<file path="src/rtl/uart_wb_sequencer_if.sv">
// rtl/uart_wb_sequencer_if.sv - Wishbone master bus plus TX/RX byte streams of uart_wb_sequencer
interface uart_wb_sequencer_if;
  logic        o_wb_cyc;
  logic        o_wb_stb;
  logic        o_wb_we;
  logic [1:0]  o_wb_addr;
  logic [31:0] o_wb_data;
  logic [31:0] i_wb_data;
  logic        i_wb_ack;
  logic        i_wb_stall;
  logic        i_tx_valid;
  logic [7:0]  i_tx_data;
  logic        o_tx_ready;
  logic        o_rx_valid;
  logic [7:0]  o_rx_data;
  logic        i_rx_ready;
  logic        o_busy;
  logic        o_err;

  modport master (
    output o_wb_cyc, o_wb_stb, o_wb_we, o_wb_addr, o_wb_data,
    input  i_wb_data, i_wb_ack, i_wb_stall,
    input  i_tx_valid, i_tx_data,
    output o_tx_ready,
    output o_rx_valid, o_rx_data,
    input  i_rx_ready,
    output o_busy, o_err
  );

  modport slave (
    input  o_wb_cyc, o_wb_stb, o_wb_we, o_wb_addr, o_wb_data,
    output i_wb_data, i_wb_ack, i_wb_stall,
    output i_tx_valid, i_tx_data,
    input  o_tx_ready,
    input  o_rx_valid, o_rx_data,
    output i_rx_ready,
    input  o_busy, o_err
  );
endinterface

</file>
<file path="src/rtl/uart_wb_sequencer.sv">
// rtl/uart_wb_sequencer.sv - Wishbone master that programs a wbuart and shuttles TX/RX bytes
// through a status-poll loop, sharing the port round-robin between directions.
module uart_wb_sequencer #(
  parameter logic [31:0] INIT_SETUP  = 32'd6,
  parameter int          ACK_TIMEOUT = 16,
  parameter int          TW          = 5
) (
  input  logic                  i_clk,
  input  logic                  i_rst,
  uart_wb_sequencer_if.master   bus
);

  typedef enum logic [2:0] {
    S_INIT, S_IDLE, S_POLL, S_DECIDE, S_WR_TX, S_RD_RX
  } state_t;

  localparam logic [1:0]    A_SETUP  = 2'd0;
  localparam logic [1:0]    A_STATUS = 2'd1;
  localparam logic [1:0]    A_RXDATA = 2'd2;
  localparam logic [1:0]    A_TXDATA = 2'd3;
  localparam logic [TW-1:0] TMR_LAST = TW'(ACK_TIMEOUT - 1);

  state_t        state_q, state_d;
  logic          cyc_q, cyc_d;
  logic          stb_q, stb_d;
  logic          we_q, we_d;
  logic [1:0]    addr_q, addr_d;
  logic [31:0]   wdata_q, wdata_d;
  logic [TW-1:0] tmr_q, tmr_d;
  logic          init_done_q, init_done_d;
  logic          tx_full_q, tx_full_d;
  logic [7:0]    tx_byte_q, tx_byte_d;
  logic          tx_ready_q, tx_ready_d;
  logic          rx_full_q, rx_full_d;
  logic [7:0]    rx_byte_q, rx_byte_d;
  logic          last_rx_q, last_rx_d;
  logic          st_tx_q, st_tx_d;
  logic          st_rx_q, st_rx_d;
  logic          err_q, err_d;

  logic          bus_done;
  logic          bus_to;
  logic          launch;
  logic          l_we;
  logic [1:0]    l_addr;
  logic [31:0]   l_data;
  logic          rx_ok;
  logic          tx_ok;
  logic          unused_rdata;

  assign unused_rdata = ^{bus.i_wb_data[31:17], bus.i_wb_data[15:9]};

  always_comb begin
    state_d     = state_q;
    cyc_d       = cyc_q;
    stb_d       = stb_q;
    we_d        = we_q;
    addr_d      = addr_q;
    wdata_d     = wdata_q;
    tmr_d       = tmr_q;
    init_done_d = init_done_q;
    tx_full_d   = tx_full_q;
    tx_byte_d   = tx_byte_q;
    rx_full_d   = rx_full_q;
    rx_byte_d   = rx_byte_q;
    last_rx_d   = last_rx_q;
    st_tx_d     = st_tx_q;
    st_rx_d     = st_rx_q;
    err_d       = err_q;
    bus_done    = 1'b0;
    bus_to      = 1'b0;
    launch      = 1'b0;
    l_we        = 1'b0;
    l_addr      = A_SETUP;
    l_data      = 32'd0;
    rx_ok       = st_rx_q & ~rx_full_q;
    tx_ok       = st_tx_q & tx_full_q;

    // Single outstanding transfer: stb drops once accepted, the timer only runs after that.
    if (cyc_q) begin
      if (stb_q && !bus.i_wb_stall) begin
        stb_d = 1'b0;
        tmr_d = '0;
      end
      if (bus.i_wb_ack) begin
        bus_done = 1'b1;
      end else if (!stb_q) begin
        if (tmr_q == TMR_LAST) bus_to = 1'b1;
        else                   tmr_d  = tmr_q + 1'b1;
      end
      if (bus_done || bus_to) begin
        cyc_d = 1'b0;
        stb_d = 1'b0;
      end
    end

    if (tx_ready_q && bus.i_tx_valid) begin
      tx_full_d = 1'b1;
      tx_byte_d = bus.i_tx_data;
    end
    if (rx_full_q && bus.i_rx_ready) rx_full_d = 1'b0;

    case (state_q)
      S_INIT: begin
        if (!cyc_q) begin
          launch = 1'b1;
          l_we   = 1'b1;
          l_addr = A_SETUP;
          l_data = INIT_SETUP;
        end else if (bus_done || bus_to) begin
          init_done_d = 1'b1;
          state_d     = S_IDLE;
        end
      end
      S_IDLE: begin
        if (tx_full_q || !rx_full_q) begin
          launch  = 1'b1;
          l_addr  = A_STATUS;
          state_d = S_POLL;
        end
      end
      S_POLL: begin
        if (bus_done) begin
          st_tx_d = bus.i_wb_data[0];
          st_rx_d = bus.i_wb_data[16];
          state_d = S_DECIDE;
        end else if (bus_to) begin
          state_d = S_IDLE;
        end
      end
      S_DECIDE: begin
        // When both directions are ready, the one not served last goes first.
        if (rx_ok && (!tx_ok || !last_rx_q)) begin
          launch  = 1'b1;
          l_addr  = A_RXDATA;
          state_d = S_RD_RX;
        end else if (tx_ok) begin
          launch  = 1'b1;
          l_we    = 1'b1;
          l_addr  = A_TXDATA;
          l_data  = {24'd0, tx_byte_q};
          state_d = S_WR_TX;
        end else begin
          state_d = S_IDLE;
        end
      end
      S_WR_TX: begin
        if (bus_done || bus_to) begin
          tx_full_d = 1'b0;
          state_d   = S_IDLE;
          if (bus_done) last_rx_d = 1'b0;
        end
      end
      S_RD_RX: begin
        if (bus_done) begin
          last_rx_d = 1'b1;
          if (!bus.i_wb_data[8]) begin
            rx_full_d = 1'b1;
            rx_byte_d = bus.i_wb_data[7:0];
          end
          state_d = S_IDLE;
        end else if (bus_to) begin
          state_d = S_IDLE;
        end
      end
      default: state_d = S_INIT;
    endcase

    if (launch) begin
      cyc_d   = 1'b1;
      stb_d   = 1'b1;
      we_d    = l_we;
      addr_d  = l_addr;
      wdata_d = l_data;
      tmr_d   = '0;
    end
    if (bus_to) err_d = 1'b1;
    tx_ready_d = init_done_d & ~tx_full_d;
  end

  always_ff @(posedge i_clk) begin
    if (i_rst) begin
      state_q     <= S_INIT;
      cyc_q       <= 1'b0;
      stb_q       <= 1'b0;
      we_q        <= 1'b0;
      addr_q      <= 2'd0;
      wdata_q     <= 32'd0;
      tmr_q       <= '0;
      init_done_q <= 1'b0;
      tx_full_q   <= 1'b0;
      tx_byte_q   <= 8'd0;
      tx_ready_q  <= 1'b0;
      rx_full_q   <= 1'b0;
      rx_byte_q   <= 8'd0;
      last_rx_q   <= 1'b0;
      st_tx_q     <= 1'b0;
      st_rx_q     <= 1'b0;
      err_q       <= 1'b0;
    end else begin
      state_q     <= state_d;
      cyc_q       <= cyc_d;
      stb_q       <= stb_d;
      we_q        <= we_d;
      addr_q      <= addr_d;
      wdata_q     <= wdata_d;
      tmr_q       <= tmr_d;
      init_done_q <= init_done_d;
      tx_full_q   <= tx_full_d;
      tx_byte_q   <= tx_byte_d;
      tx_ready_q  <= tx_ready_d;
      rx_full_q   <= rx_full_d;
      rx_byte_q   <= rx_byte_d;
      last_rx_q   <= last_rx_d;
      st_tx_q     <= st_tx_d;
      st_rx_q     <= st_rx_d;
      err_q       <= err_d;
    end
  end

  assign bus.o_wb_cyc   = cyc_q;
  assign bus.o_wb_stb   = stb_q;
  assign bus.o_wb_we    = we_q;
  assign bus.o_wb_addr  = addr_q;
  assign bus.o_wb_data  = wdata_q;
  assign bus.o_tx_ready = tx_ready_q;
  assign bus.o_rx_valid = rx_full_q;
  assign bus.o_rx_data  = rx_byte_q;
  assign bus.o_busy     = cyc_q;
  assign bus.o_err      = err_q;

endmodule
</file>
<file path="src/flat_wrapper.sv">
// flat-port wrapper written by rule: the top's interface ports become plain ports
module uart_wb_sequencer_flat 
#(
  parameter logic [31:0] INIT_SETUP  = 32'd6,
  parameter int          ACK_TIMEOUT = 16,
  parameter int          TW          = 5
)
  (i_clk, i_rst, bus_o_wb_cyc, bus_o_wb_stb, bus_o_wb_we, bus_o_wb_addr, bus_o_wb_data, bus_i_wb_data, bus_i_wb_ack, bus_i_wb_stall, bus_i_tx_valid, bus_i_tx_data, bus_o_tx_ready, bus_o_rx_valid, bus_o_rx_data, bus_i_rx_ready, bus_o_busy, bus_o_err);
  uart_wb_sequencer_if bus_i ();
  input  logic i_clk;
  input  logic i_rst;
  output wire logic [$bits(bus_i.o_wb_cyc)-1:0] bus_o_wb_cyc;
  output wire logic [$bits(bus_i.o_wb_stb)-1:0] bus_o_wb_stb;
  output wire logic [$bits(bus_i.o_wb_we)-1:0] bus_o_wb_we;
  output wire logic [$bits(bus_i.o_wb_addr)-1:0] bus_o_wb_addr;
  output wire logic [$bits(bus_i.o_wb_data)-1:0] bus_o_wb_data;
  input wire logic [$bits(bus_i.i_wb_data)-1:0] bus_i_wb_data;
  input wire logic [$bits(bus_i.i_wb_ack)-1:0] bus_i_wb_ack;
  input wire logic [$bits(bus_i.i_wb_stall)-1:0] bus_i_wb_stall;
  input wire logic [$bits(bus_i.i_tx_valid)-1:0] bus_i_tx_valid;
  input wire logic [$bits(bus_i.i_tx_data)-1:0] bus_i_tx_data;
  output wire logic [$bits(bus_i.o_tx_ready)-1:0] bus_o_tx_ready;
  output wire logic [$bits(bus_i.o_rx_valid)-1:0] bus_o_rx_valid;
  output wire logic [$bits(bus_i.o_rx_data)-1:0] bus_o_rx_data;
  input wire logic [$bits(bus_i.i_rx_ready)-1:0] bus_i_rx_ready;
  output wire logic [$bits(bus_i.o_busy)-1:0] bus_o_busy;
  output wire logic [$bits(bus_i.o_err)-1:0] bus_o_err;
  assign bus_o_wb_cyc = bus_i.o_wb_cyc;
  assign bus_o_wb_stb = bus_i.o_wb_stb;
  assign bus_o_wb_we = bus_i.o_wb_we;
  assign bus_o_wb_addr = bus_i.o_wb_addr;
  assign bus_o_wb_data = bus_i.o_wb_data;
  assign bus_i.i_wb_data = bus_i_wb_data;
  assign bus_i.i_wb_ack = bus_i_wb_ack;
  assign bus_i.i_wb_stall = bus_i_wb_stall;
  assign bus_i.i_tx_valid = bus_i_tx_valid;
  assign bus_i.i_tx_data = bus_i_tx_data;
  assign bus_o_tx_ready = bus_i.o_tx_ready;
  assign bus_o_rx_valid = bus_i.o_rx_valid;
  assign bus_o_rx_data = bus_i.o_rx_data;
  assign bus_i.i_rx_ready = bus_i_rx_ready;
  assign bus_o_busy = bus_i.o_busy;
  assign bus_o_err = bus_i.o_err;
  uart_wb_sequencer #(.INIT_SETUP(INIT_SETUP), .ACK_TIMEOUT(ACK_TIMEOUT), .TW(TW)) u_core (.i_clk(i_clk), .i_rst(i_rst), .bus(bus_i));
endmodule
</file>
<file path="config.mk">
export PLATFORM = sky130hd
export DESIGN_NAME = uart_wb_sequencer_flat
export DESIGN_NICKNAME = d
export VERILOG_FILES = /design/src/rtl/uart_wb_sequencer_if.sv /design/src/rtl/uart_wb_sequencer.sv /design/src/flat_wrapper.sv
export SDC_FILE = /design/constraint.sdc
export NUM_CORES = 1
export LEC_CHECK = 0
export CAP_MARGIN = 10
export CELL_PAD_IN_SITES_DETAIL_PLACEMENT = 1
export CELL_PAD_IN_SITES_GLOBAL_PLACEMENT = 1
export CORE_MARGIN = 3
export CORE_UTILIZATION = 31
export CTS_BUF_LIST = sky130_fd_sc_hd__clkbuf_8
export CTS_CLUSTER_DIAMETER = 60
export DETAILED_ROUTE_END_ITERATION = 10
export PLACE_DENSITY = 0.91
export SYNTH_ARGS = -nofsm -noshare
export SYNTH_HDL_FRONTEND = slang
export SYNTH_SLANG_ARGS = --single-unit
</file>
<file path="constraint.sdc">
create_clock -name i_clk -period 2.1 [get_ports i_clk]
set_clock_uncertainty 0.1 [all_clocks]
set_input_delay 0.42 -clock i_clk [delete_from_list [all_inputs] [get_ports i_clk]]
set_output_delay 0.42 -clock i_clk [all_outputs]
set_load 0.005 [all_outputs]
</file>
==> results of run 1 <==
## sequential cells by signal, summed over array words and instances (netlist names)
name                   count
u_core.init_done_q         1
u_core.bus.o_err           1
u_core.bus.o_wb_we         1
u_core.bus.o_wb_addr       2
u_core.last_rx_q           1
u_core.st_tx_q             1
u_core.bus.o_rx_data       8
u_core.bus.o_tx_ready      1
u_core.tx_full_q           1
u_core.bus.o_wb_data       8
u_core.bus.o_busy          1
u_core.tx_byte_q           8
u_core.bus.o_rx_valid      1
u_core.st_rx_q             1
u_core.state_q             3
u_core.bus.o_wb_stb        1
u_core.tmr_q               5
## per-layer routing
layer,track usage,routed length (um),vias to the layer above
li1,-,-,866
met4,0.0426,65,0
met2,0.256,2740,52
met5,0,0,-
met1,0.181,2500,874
met3,0.0313,226,7
## power by group through the flow
stage	clock [mW]	combinational [mW]	sequential (mW)
2_1_floorplan	0	0.320	0.971
3_5_place_dp	0	0.468	1.01
5_1_grt	0.626	0.523	1.00
3_3_place_gp	0	0.452	1.01
4_1_cts	0.594	0.476	0.994
6_report	0.578	0.472	0.993
## how the worst max path moves through the flow
stage / from / to / slack [ns]
after floorplan: u_core.tmr_q[0] / u_core.state_q[0] / 0.57
after global placement: bus_i_wb_ack / u_core.state_q[0] / 0.03
after detailed placement: bus_i_wb_ack / u_core.bus.o_rx_data[7] / -0.001
after CTS: u_core.bus.o_busy / bus_o_wb_cyc / 0.10
after global routing: u_core.state_q[0] / u_core.bus.o_rx_data[5] / 0.02
final: u_core.bus.o_busy / bus_o_wb_cyc / 0.13
## per-stage QoR
stage	area [um^2]	total power [mW]
2_1_floorplan	2220	1.29
3_3_place_gp	2640	1.46
3_5_place_dp	2640	1.48
4_1_cts	2740	2.06
5_1_grt	2740	2.15
6_report	2740	2.04
## logic make-up (layout without fill, tap and decap cells)
| kind of cell | Yosys count | after routing |
|---|---|---|
| muxes | 11 | 11 |
| adders and majority gates | 1 | 1 |
| AOI/OAI and AO/OA | 50 | 50 |
| buffers and inverters | 39 | 69 |
| other | 1 | 24 |
| and+or+nand+nor | 83 | 83 |
| DFF | 45 | 45 |
## final cells by class
cell class,count,area [um^2]
repair buffers,57,573
flip-flops and latches,45,901
clock inverters,2,13.8
multi-input cells,169,1060
clock buffers,6,82.6
inverters,4,15.0
well taps,77,96.3
fillers,749,3760
## worst min-delay path: stages, from the launching register on
cell and delay [ns]:
dfxtp_1 0.32, nand2_1 0.05, a21oi_1 0.05
## cells in the mapped netlist (2+ instances only)
master and number:
nand2b_1 4, nor2_1 20, nor3_1 2, and4b_1 3, nand2_1 28, a221o_1 2
mux2i_1 11, clkbuf_1 4, nor2b_1 4, nand3_1 4, o31ai_1 3, dfxtp_1 45
a21boi_1 2, a22o_1 7, nand4_1 3, nand3b_1 2, buf_2 4, inv_1 3
o21ai_0 2, buf_4 25, nor3b_1 2, buf_6 2, a21oi_1 16, o2bb2ai_1 2
==> results.yml, run 1 <==
timing:
  slew_headroom: 0.611
  setup_tns_ns: 0
  worst_pin_slew_ns: 0.582
  clock.fmax_ghz: 0.507
  rsz0062_at_grt: "no"
  setup_ws_ns: 0.127
  layout_min_cycle_time_ns: 1.97
  setup_violations: 0
  finalCritPeriodShare: 0.940
  slew_viol_final: 0
  hold-worst-slack_ns: 0.361
  hold_viol: 0
critical_path:
  critical_path.top_delay_family: "buffers and inverters"
  crit_chain: "clkdlybuf4s50_1"
  r2r_slack_ns: 0.17
  cp-start-kind: "register"
  slowest_stage: "clkdlybuf4s50_1"
  slowest_delay_ns: 0.58
  path_depth: 1
  r2r-start: "u_core.state_q[0]"
  cp.required_ns: 1.58
  r2r_end: "u_core.bus.o_rx_data[7]"
  crit_buf_inv: 1
  reg2reg_depth: 5
  endpoint_kind: "output port"
  crit_arrival_ns: 1.45
  worstPathMaxFanout: 10
  crit_type: "register to output port"
pwr:
  seqPwrFrac: 0.486
  cell_internal_pwr_mw: 1.43
  clkPwrFrac: 0.283
  power_leakage_nw: 1.08
  p_switching_uw: 615
  comb_power_share: 0.231
  irDropWorstVdd_mv: 0.306
  cellPowerDensity_mw_per_mm2: 746
  netSwitchingFraction: 0.301
clock_network:
  clkTransAtPathRegs_ns: 0.09
  cts_num_sinks: 45
  insertion_delay_ns: 0.30
  cts_made_buffers: 5
  h-tree-depth: 2
  ctsResizeCount: 0
  hold_buffers: 0
  cts_max_path_buffers: 2
  post_cts_buffers: 0
  cts_tree: "yes"
  cts_root_buffer: "clkbuf_8"
logic_synthesis:
  synth_compound_area_frac: 0.187
  yosys.area_share.xor_xnor: 0
  yosys.area_share.simple: 0.209
  synth_cells: 230
  syn-cell-area_mm2: 0.00213
  yosysSeqAreaShare: 0.423
  synth.largest_area_cell: "dfxtp_1"
  synth_area_leaders: "dfxtp_1, buf_4, mux2i_1"
  ys_ff_latch: 45
  synth_warnings: 0
  synth_edf_count: 0
  yosysTopAreaCellShare: 0.423
  synth_top_family_by_area: "simple AND/OR/NAND/NOR gates"
  synthFlopType: "dfxtp_1"
  synth_mux_area_frac: 0.0517
  synth_fa_ha_area_frac: 0.00587
  avgSynthCellArea_um2: 9.26
  async_reset_ff_frac: 0
  synth.distinct_cells: 54
global_routing:
  grt_max_degree: 28
  grt_pass1_wl_mm: 9.02
  grt_pass1_vias: 1868
  track_usage: 0.147
  antenna_found_initial: 0
  gr-total-overflow: 0
worst_hold_path:
  min_path_type: "register to register"
  hold_path.startpoint: "u_core.tx_byte_q[4]"
  hold_end: "u_core.tx_byte_q[4]"
  whs_path_depth: 2
placement:
  place_congestion: 0.795
  dp_hpwl_mm: 4.10
  dp_cells: 352
  dp_slack_ns: -0.00105
  port_buffers: 48
layout:
  layout_common_cells: "clkdlybuf4s50_1, dfxtp_1, nand2_1, conb_1, nor2_1"
  area_growth_pct: 28.5
  post-route-util: 0.421
  final_common_cell: "clkdlybuf4s50_1"
  antenna_cells: 0
  fin_nets: 329
  fin_cells: 360
  drive_gt1_frac: 0.0989
drt:
  routed_wl_mm: 5.53
  drt-wirelength-per-cell_um: 15.4
  post-route-drc-count: 0
  dr.pass1.iters: 4
  viasPerCell: 5.00
  antenna_left: 0
  drt-initial-drc-count: 106
  dr_total_vias: 1799
run_status:
  status: "finished, final reports clean"
floorplanning:
  ios: 95
  initial_utilization: 0.328
  coreArea_mm2: 0.00649
  dieWidth_um: 88.9
  die_height_um: 88.9
  die-area_mm2: 0.00790
  num_rows: 29
job:
  cap_violations: 0
(Power assumes the default switching activity.)
==> run 2, diff against run 1 <==
--- a/config.mk
+++ b/config.mk
@@ -5,7 +5,7 @@
 export SDC_FILE = /design/constraint.sdc
 export NUM_CORES = 1
 export LEC_CHECK = 0
-export CAP_MARGIN = 10
+export CAP_MARGIN = 30
 export CELL_PAD_IN_SITES_DETAIL_PLACEMENT = 1
 export CELL_PAD_IN_SITES_GLOBAL_PLACEMENT = 1
 export CORE_MARGIN = 3
@@ -14,6 +14,7 @@
 export CTS_CLUSTER_DIAMETER = 60
 export DETAILED_ROUTE_END_ITERATION = 10
 export PLACE_DENSITY = 0.91
+export REMOVE_ABC_BUFFERS = 1
 export SYNTH_ARGS = -nofsm -noshare
 export SYNTH_HDL_FRONTEND = slang
 export SYNTH_SLANG_ARGS = --single-unit
==> results.yml, run 2 (synthesis gave the netlist of run 1 again) <==
run_status:
  status: "finished, final reports clean"
clock_network:
  cts_made_buffers: 5
  hold_buffers: 0
  cts_max_path_buffers: 2
  insertion_delay_ns: 0.30
  cts_tree: "yes"
  ctsResizeCount: 0
  h-tree-depth: 2
  post_cts_buffers: 0
  cts_num_sinks: 45
  clkTransAtPathRegs_ns: 0.09
  cts_root_buffer: "clkbuf_8"
timing:
  worst_pin_slew_ns: 0.525
  setup_ws_ns: 0.145
  clock.fmax_ghz: 0.511
  setup_violations: 0
  layout_min_cycle_time_ns: 1.96
  slew_headroom: 0.649
  hold_viol: 0
  rsz0062_at_grt: "no"
  slew_viol_final: 0
  finalCritPeriodShare: 0.931
pwr:
  power_leakage_nw: 1.09
  irDropWorstVdd_mv: 0.345
  cellPowerDensity_mw_per_mm2: 809
drt:
  drt-initial-drc-count: 59
  routed_wl_mm: 5.39
  antenna_left: 0
  post-route-drc-count: 0
  dr.pass1.iters: 4
  drt-wirelength-per-cell_um: 14.9
  viasPerCell: 4.86
  dr_total_vias: 1754
floorplanning:
  die-area_mm2: 0.00790
  dieWidth_um: 88.9
  die_height_um: 88.9
  num_rows: 29
  initial_utilization: 0.328
  ios: 95
  coreArea_mm2: 0.00649
critical_path:
  slowest_stage: "clkdlybuf4s50_1"
  r2r-start: "u_core.state_q[1]"
  worstPathMaxFanout: 9
  cp-start-kind: "register"
  crit_arrival_ns: 1.44
  crit_buf_inv: 1
  r2r_slack_ns: 0.28
  r2r_end: "u_core.tmr_q[4]"
  cp.required_ns: 1.58
  crit_chain: "clkdlybuf4s50_1"
  slowest_delay_ns: 0.59
  reg2reg_depth: 4
  critical_path.top_delay_family: "buffers and inverters"
  crit_type: "register to output port"
  endpoint_kind: "output port"
placement:
  dp_hpwl_mm: 4.07
  dp_slack_ns: -0.00403
  port_buffers: 48
  postPlaceCellArea_mm2: 0.00262
  place_congestion: 0.851
layout:
  area_growth_pct: 29.6
  layout_common_cells: "clkdlybuf4s50_1, dfxtp_1, nand2_1, conb_1, nor2_1"
  regArea_um2: 901
  final_common_cell: "clkdlybuf4s50_1"
  finalInstanceArea_mm2: 0.00276
  drive_gt1_frac: 0.102
  multi_input_area_mm2: 0.00106
  fin_nets: 330
  num-fill-cells: 746
  antenna_cells: 0
  post-route-util: 0.425
global_routing:
  grt_pass1_vias: 1831
  grt_max_degree: 18
  track_usage: 0.142
  antenna_found_initial: 0
  gr-total-overflow: 0
  grt_pass1_wl_mm: 8.86
worst_hold_path:
  hold_path.startpoint: "u_core.tx_byte_q[3]"
  min_path_type: "register to register"
  hold_end: "u_core.tx_byte_q[3]"
  whs_path_depth: 2
job:
  cap_violations: 0
run 2: changes by cell type in the layout (fill, tap and decap cells not counted), sizes merged:
cell    before  now
clkbuf       6    5
buf          9   10
bufinv       0    2
inv          4    5
clkinv       2    0
run 2: final cells by class:
type | instances | area share
well taps | 77 | 0.0349
flip-flops and latches | 45 | 0.326
repair buffers | 58 | 0.201
clock inverters | 3 | 0.0249
multi-input cells | 169 | 0.382
clock buffers | 5 | 0.0249
inverters | 4 | 0.00544
run 2: how the worst max path moves through the flow:
stage	startpoint	end	slack, ns	cells after the start
detailed placement	bus_i_wb_ack	u_core.state_q[0]	-0.004	6
floorplan	u_core.state_q[0]	u_core.bus.o_rx_data[0]	0.38	4
CTS	u_core.bus.o_busy	bus_o_busy	0.13	1
global route	u_core.bus.o_busy	bus_o_busy	0.06	1
finish	u_core.bus.o_wb_stb	bus_o_wb_stb	0.14	1
global placement	bus_i_wb_ack	u_core.state_q[0]	0.009	6
run 2: layer usage:
metal	routed length, um	share of wire	global-route usage	up-vias
met5	0	0	0	-
met4	21	0.0039	0.0247	0
met3	299	0.055	0.0369	4
met2	2530	0.47	0.241	51
met1	2540	0.47	0.185	831
li1	-	-	-	868
run 2: stage by stage:
step	std cells	TNS, ns	hold WS, ns	total power, mW
after floorplan	218	0	0.330	1.22
after global placement	353	0	0.343	1.45
after detailed placement	353	-0.00403	0.352	1.46
after CTS	361	0	0.365	2.27
after global routing	361	0	0.390	2.36
final	361	0	0.360	2.24
run 2: power breakdown:
| part | leakage (nW) | total, mW | switching (mW) | internal, mW |
|---|---|---|---|---|
| Combinational | 0.659 | 0.461 | 0.224 | 0.237 |
| Clock | 0.0687 | 0.792 | 0.313 | 0.479 |
| Sequential | 0.365 | 0.982 | 0.0721 | 0.910 |
==> run 3, diff against run 2 <==
--- a/config.mk
+++ b/config.mk
@@ -9,12 +9,14 @@
 export CELL_PAD_IN_SITES_DETAIL_PLACEMENT = 1
 export CELL_PAD_IN_SITES_GLOBAL_PLACEMENT = 1
 export CORE_MARGIN = 3
-export CORE_UTILIZATION = 31
+export CORE_UTILIZATION = 47
 export CTS_BUF_LIST = sky130_fd_sc_hd__clkbuf_8
 export CTS_CLUSTER_DIAMETER = 60
 export DETAILED_ROUTE_END_ITERATION = 10
-export PLACE_DENSITY = 0.91
+export DONT_BUFFER_PORTS = 1
+export PLACE_DENSITY = 0.86
 export REMOVE_ABC_BUFFERS = 1
 export SYNTH_ARGS = -nofsm -noshare
 export SYNTH_HDL_FRONTEND = slang
 export SYNTH_SLANG_ARGS = --single-unit
+export TNS_END_PERCENT = 50
==> results.yml, run 3 (synthesis gave the netlist of run 1 again) <==
critical_path:
  slowest_delay_ns: 0.63
  cp-start-kind: "register"
  cp.required_ns: 2.19
  endpoint_kind: "register"
  crit_type: "register to register"
  crit_arrival_ns: 1.98
  worstPathMaxFanout: 9
  slowest_stage: "or3b_1"
  crit_chain: "nor2b_1 -> or3b_1 -> mux2i_1 -> nor2_1"
timing:
  hold_viol: 0
  finalCritPeriodShare: 0.899
  setup_tns_ns: 0
  layout_min_cycle_time_ns: 1.89
  worst_pin_slew_ns: 0.550
  setup_violations: 0
  rsz0062_at_grt: "no"
  slew_viol_final: 0
  clock.fmax_ghz: 0.530
  slew_headroom: 0.633
drt:
  drt-wirelength-per-cell_um: 16.7
  viasPerCell: 5.67
  dr_total_vias: 1605
  post-route-drc-count: 0
  dr.pass1.iters: 4
  drt-initial-drc-count: 113
  routed_wl_mm: 4.72
  antenna_left: 0
layout:
  regArea_um2: 901
  drive_gt1_frac: 0.112
  finalInstanceArea_mm2: 0.00218
  num-fill-cells: 482
  fin_nets: 279
  final_common_cell: "dfxtp_1"
  antenna_cells: 0
  layout_common_cells: "dfxtp_1, nand2_1, conb_1, nor2_1, a21oi_1"
  area_growth_pct: 2.17
  multi_input_area_mm2: 0.00106
global_routing:
  gr-total-overflow: 0
  antenna_found_initial: 0
  grt_pass1_vias: 1567
  grt_pass1_wl_mm: 7.51
  track_usage: 0.184
  grt_max_degree: 29
floorplanning:
  die_height_um: 73.3
  initial_utilization: 0.511
  coreArea_mm2: 0.00417
  dieWidth_um: 73.3
  ios: 95
  num_rows: 23
  die-area_mm2: 0.00538
clock_network:
  post_cts_buffers: 0
  cts_max_path_buffers: 2
  cts_made_buffers: 5
  clkTransAtPathRegs_ns: 0.09
  cts_tree: "yes"
  ctsResizeCount: 0
  insertion_delay_ns: 0.29
  hold_buffers: 0
  cts_num_sinks: 45
  h-tree-depth: 2
  cts_root_buffer: "clkbuf_8"
placement:
  port_buffers: 0
  dp_hpwl_mm: 3.57
  postPlaceCellArea_mm2: 0.00209
  place_congestion: 0.842
pwr:
  cellPowerDensity_mw_per_mm2: 851
  irDropWorstVdd_mv: 0.485
  power_leakage_nw: 0.879
run_status:
  status: "finished, final reports clean"
worst_hold_path:
  min_path_type: "input port to register"
job:
  cap_violations: 0
==> run 3: cell type report <==
cell class / count / share of cell area
Inverter: 4 / 0.00690
Sequential cell: 45 / 0.414
Clock inverter: 3 / 0.00977
Clock buffer: 5 / 0.0316
Tap cell: 50 / 0.0287
Timing Repair Buffer: 7 / 0.0241
Multi-Input combinational cell: 169 / 0.485
==> run 3: power by group <==
| group | leakage [nW] | switching [mW] | internal, mW |
|---|---|---|---|
| sequential | 0.365 | 0.0695 | 0.910 |
| clock | 0.0445 | 0.301 | 0.236 |
| combinational | 0.469 | 0.193 | 0.142 |
| total | 0.879 | 0.564 | 1.29 |
==> run 3: path summary, 6_finish.rpt <==
path         slack, ns                start  cells after the start                 endpoint
max               0.21    u_core.state_q[0]                      4  u_core.bus.o_rx_data[1]
min               0.08                i_rst                      1  u_core.bus.o_rx_data[7]
max reg2reg       0.21    u_core.state_q[0]                      4  u_core.bus.o_rx_data[1]
min reg2reg       0.36  u_core.tx_byte_q[5]                      2      u_core.tx_byte_q[5]
==> run 3: worst max-delay path, delay by kind of cell (launching register included) <==
kind	cells	cell delay, ns
multiplexers	1	0.26
AND/OR/NAND/NOR	3	0.93
flip-flops	1	0.48
==> run 3: per-stage QoR <==
stage                     utilization  std cells  hold WS, ns  total power, mW  setup slack (ns)
final                           0.522        283       0.0819             1.85             0.213
after CTS                       0.522        283       0.0710             1.87             0.215
after detailed placement        0.500        275        0.345             1.34             0.221
after global placement          0.500        275        0.337             1.32             0.298
after global routing            0.522        283       0.0696             1.95             0.104
after floorplan                     -        218        0.330             1.22             0.385
==> run 3: per-layer routing <==
layer,vias to the layer above,track usage,share of wire
met5,-,0,0
met4,0,0.0845,0.024
met3,11,0.0588,0.075
met2,56,0.272,0.47
met1,765,0.243,0.43
li1,773,-,-
==> patch 1: new RTL, settings of run 3 <==
`TW` is set to 5 in 2 places; all go to 4.
--- a/src/rtl/uart_wb_sequencer.sv
+++ b/src/rtl/uart_wb_sequencer.sv
@@ -5,3 +5,3 @@
   parameter int          ACK_TIMEOUT = 16,
-  parameter int          TW          = 5
+  parameter int          TW          = 4
 ) (
--- a/src/flat_wrapper.sv
+++ b/src/flat_wrapper.sv
@@ -5,3 +5,3 @@
   parameter int          ACK_TIMEOUT = 16,
-  parameter int          TW          = 5
+  parameter int          TW          = 4
 )
Formal check against the unedited RTL: no difference found for any inputs over 10 cycles, from zero or initial values and one cycle with i_rst high; that may be too few to reach the edited logic, so the function may still have changed.
==> patch 1 against run 3 <==
  * Setup slack better by 0.021 ns
  * Sequential power shrank 6.1%
  * Cell area decreased by 4.3%
  * Synthesized area down 5.5%
  * Synthesized cell count fell by 5.7%
  * Largest cell class unchanged
  * Sequential cell count fell by 1
  * First-iteration DRC count shrank 80%
  * Global-route usage down 0.75 points
  * Total power decreased by 4.1%
  * Routed wire length is 8.6% lower
==> patch 1: results (changes against run 3) <==
stage;metric;value;unit;change
status;outcome;completed;;
synthesis;synthAdderAreaFrac;0.00622;;+0.000343
power;p_int;1.33;mW;+3.6%
sta;worstMarginPinSlew;0.544;ns;-0.00569 ns
critical_path;reg2reg_depth;5;;+1
synthesis;synth_cell_types;42;;-22%
critical_path;r2r_setup_slack;0.23;ns;+0.02 ns
power;power_frac_clock;0.381;;+0.091
layout;nets;264;;-5.4%
route;routedLengthMet1;1.82;mm;-11%
synthesis;synthCells;217;;-5.7%
placement;hpwlAfterDp;3.13;mm;-12%
grt;grt.met3_usage;0.0533;;-0.00553
layout;instances_no_fill;268;;-5.3%
grt;use_met1;0.209;;-0.0335
route;routed-via-count;1467;;-8.6%
min_path;min_to;u_core.tx_byte_q[4]$_SDFFE_PP0P_;;
route;wl_met2;2.14;mm;-2.5%
synthesis;ys_seq_area_frac;0.438;;+0.0148
power;pg_seq;920;uW;-6.1%
layout;drive_gt1_frac;0.110;;-0.00150
critical_path;crit_slowest_cell;dfxtp_1;;
synthesis;synthTopCellsByArea;dfxtp_1 44%, buf_4 9.7%, mux2i_1 5.0%;;
power;ir_drop;408;uV;-16%
critical_path;cp_slowest_stage_delay;0.47;ns;-0.16 ns
placement;routabilityCongestion;0.713;;-15%
route;drt-initial-drc-count;23;;-80%
synthesis;muxShareOfSynthArea;0.0553;;+0.00364
critical_path;crit_start;u_core.bus.o_rx_valid$_SDFF_PP0_;;
grt;grt_max_degree;37;;+28%
critical_path;cp_max_fo;7;;-2
grt;grt_pass1_wl;7.11;mm;-5.3%
==> patch 1: changes by cell type in the layout (fill, tap and decap cells not counted), sizes merged, moves of 4 or more <==
| cell | run 3 | this run |
|---|---|---|
| nand3 | 5 | 15 |
| o31ai | 4 | 0 |
| inv | 5 | 1 |
| nand2 | 28 | 15 |
==> patch 1: through the flow <==
stage,setup WS [ns],hold slack [ns],util,area [um^2]
after floorplan,0.105,0.330,-,1860
after global placement,0.309,0.337,0.484,1960
after detailed placement,0.257,0.351,0.484,1960
after CTS,0.208,0.0704,0.513,2080
after global routing,0.114,0.0620,0.513,2080
final,0.234,0.0808,0.513,2080
==> patch 1: cell type report <==
cell class / count / area (um^2)
multi-input combinational: 160 / 977
clock inverter: 2 / 38.8
clock buffer: 6 / 82.6
inverter: 1 / 3.75
timing repair buffer: 5 / 37.5
sequential: 44 / 881
fill: 476 / 1970
tap: 50 / 62.6
==> patch 2: new RTL, settings of run 3 <==
Without the edit above. Re-encode `state_t` (6 states) as one-hot, 6 bits wide.
--- a/src/rtl/uart_wb_sequencer.sv
+++ b/src/rtl/uart_wb_sequencer.sv
@@ -12,4 +12,4 @@
 
-  typedef enum logic [2:0] {
-    S_INIT, S_IDLE, S_POLL, S_DECIDE, S_WR_TX, S_RD_RX
+  typedef enum logic [5:0] {
+    S_INIT = 6'b000001, S_IDLE = 6'b000010, S_POLL = 6'b000100, S_DECIDE = 6'b001000, S_WR_TX = 6'b010000, S_RD_RX = 6'b100000
   } state_t;
Formal check against the unedited RTL: no difference found for any inputs over 10 cycles, from zero or initial values and one cycle with i_rst high; not proved beyond that.
==> patch 2 against run 3 <==
  * Via count increased by 11%
  * Critical path depth is 2 higher
  * Setup slack worse by 0.091 ns
  * Synthesized area up 4.2%
  * Die area up 3.8%
  * Cell area rose by 6.3%
  * Global-route usage increased by 1.0 points
  * Sequential cell count increased by 3
  * Routed wire length grew 9.9%
  * Critical endpoint is now u_core.bus.o_wb_data[2]$_SDFFE_PP0P_
  * Highest routed layer unchanged
Power is not compared: it rests on default switching activity, and its combinational part moved more than twofold at a synthesized area within 25%.
==> patch 2: results (changes against run 3) <==
stage;metric;value;unit;change
status;outcome;completed;;
synthesis;synthCells;261;;+13%
synthesis;synthTopCellsByCount;48 x dfxtp_1, 39 x nand2_1, 32 x nor2_1;;
layout;nets;309;;+11%
min_path;min_to;u_core.bus.o_rx_data[1]$_SDFFE_PP0P_;;
route;routed_wl;5.18;mm;+9.9%
critical_path;cp_slowest_stage_delay;0.44;ns;-0.19 ns
sta;relSlewSlack;0.665;;+0.0316
layout;inv_count;3;;-1
synthesis;ys_seq_area_frac;0.433;;+0.0101
critical_path;r2r_setup_slack;0.12;ns;-0.09 ns
layout;fillerInstances;542;;+12%
synthesis;synthTopCellsByArea;dfxtp_1 43%, buf_4 8.8%, nand2_1 6.6%;;
sta;hold_slack;0.0661;ns;-0.0158 ns
route;wl_met3;386;um;+8.7%
synthesis;synth_cell_types;52;;-3.7%
critical_path;cp.arrival;2.07;ns;+0.09 ns
route;avgViaCountPerCell;5.68;;+0.12%
route;wl_per_cell;16.5;um;-0.97%
critical_path;cp_max_fo;10;;+1
route;wl_met2;2.66;mm;+21%
route;routedLengthMet1;2.02;mm;-1.4%
grt;grt_usage;0.194;;+0.0103
critical_path;crit_slowest_cell;nor4_4;;
layout;bufAreaShareNonClock;0.0227;;-0.00144
sta;max_freq;505;MHz;-4.6%
grt;grt_pass1_wl;8.20;mm;+9.2%
-- patch 2: routing by layer --
| metal | track usage | up-vias |
|---|---|---|
| li1 | - | 851 |
| met1 | 0.219 | 855 |
| met2 | 0.339 | 66 |
| met3 | 0.0668 | 11 |
| met4 | 0.0692 | 0 |
| met5 | 0 | - |
-- patch 2: logic make-up (layout without fill, tap and decap cells) --
logic type      count (synthesis)  after routing  synth area share
simple gates                  112            112             0.258
xor+xnor                        2              2           0.00789
other cells                     1             24           0.00169
buf+inv                        39             17             0.116
fa+ha+maj                       1              1           0.00564
flops                          48             48             0.433
compound gates                 55             55             0.165
mux                             3              3            0.0135
-- patch 2: what timing repair did --
action | in CTS | in global routing
hold buffers | 0 | 0
endpoints found under the hold margin | 0 | 0
gates resized for setup | 0 | 2
setup endpoints to repair | 0 | 4
setup buffers | 0 | 1
-- patch 2: power breakdown --
part	internal, mW	switching (mW)	total [mW]
combinational	0.320	0.440	0.760
clock	0.469	0.309	0.778
sequential	1.01	0.107	1.12
total	1.80	0.856	2.65
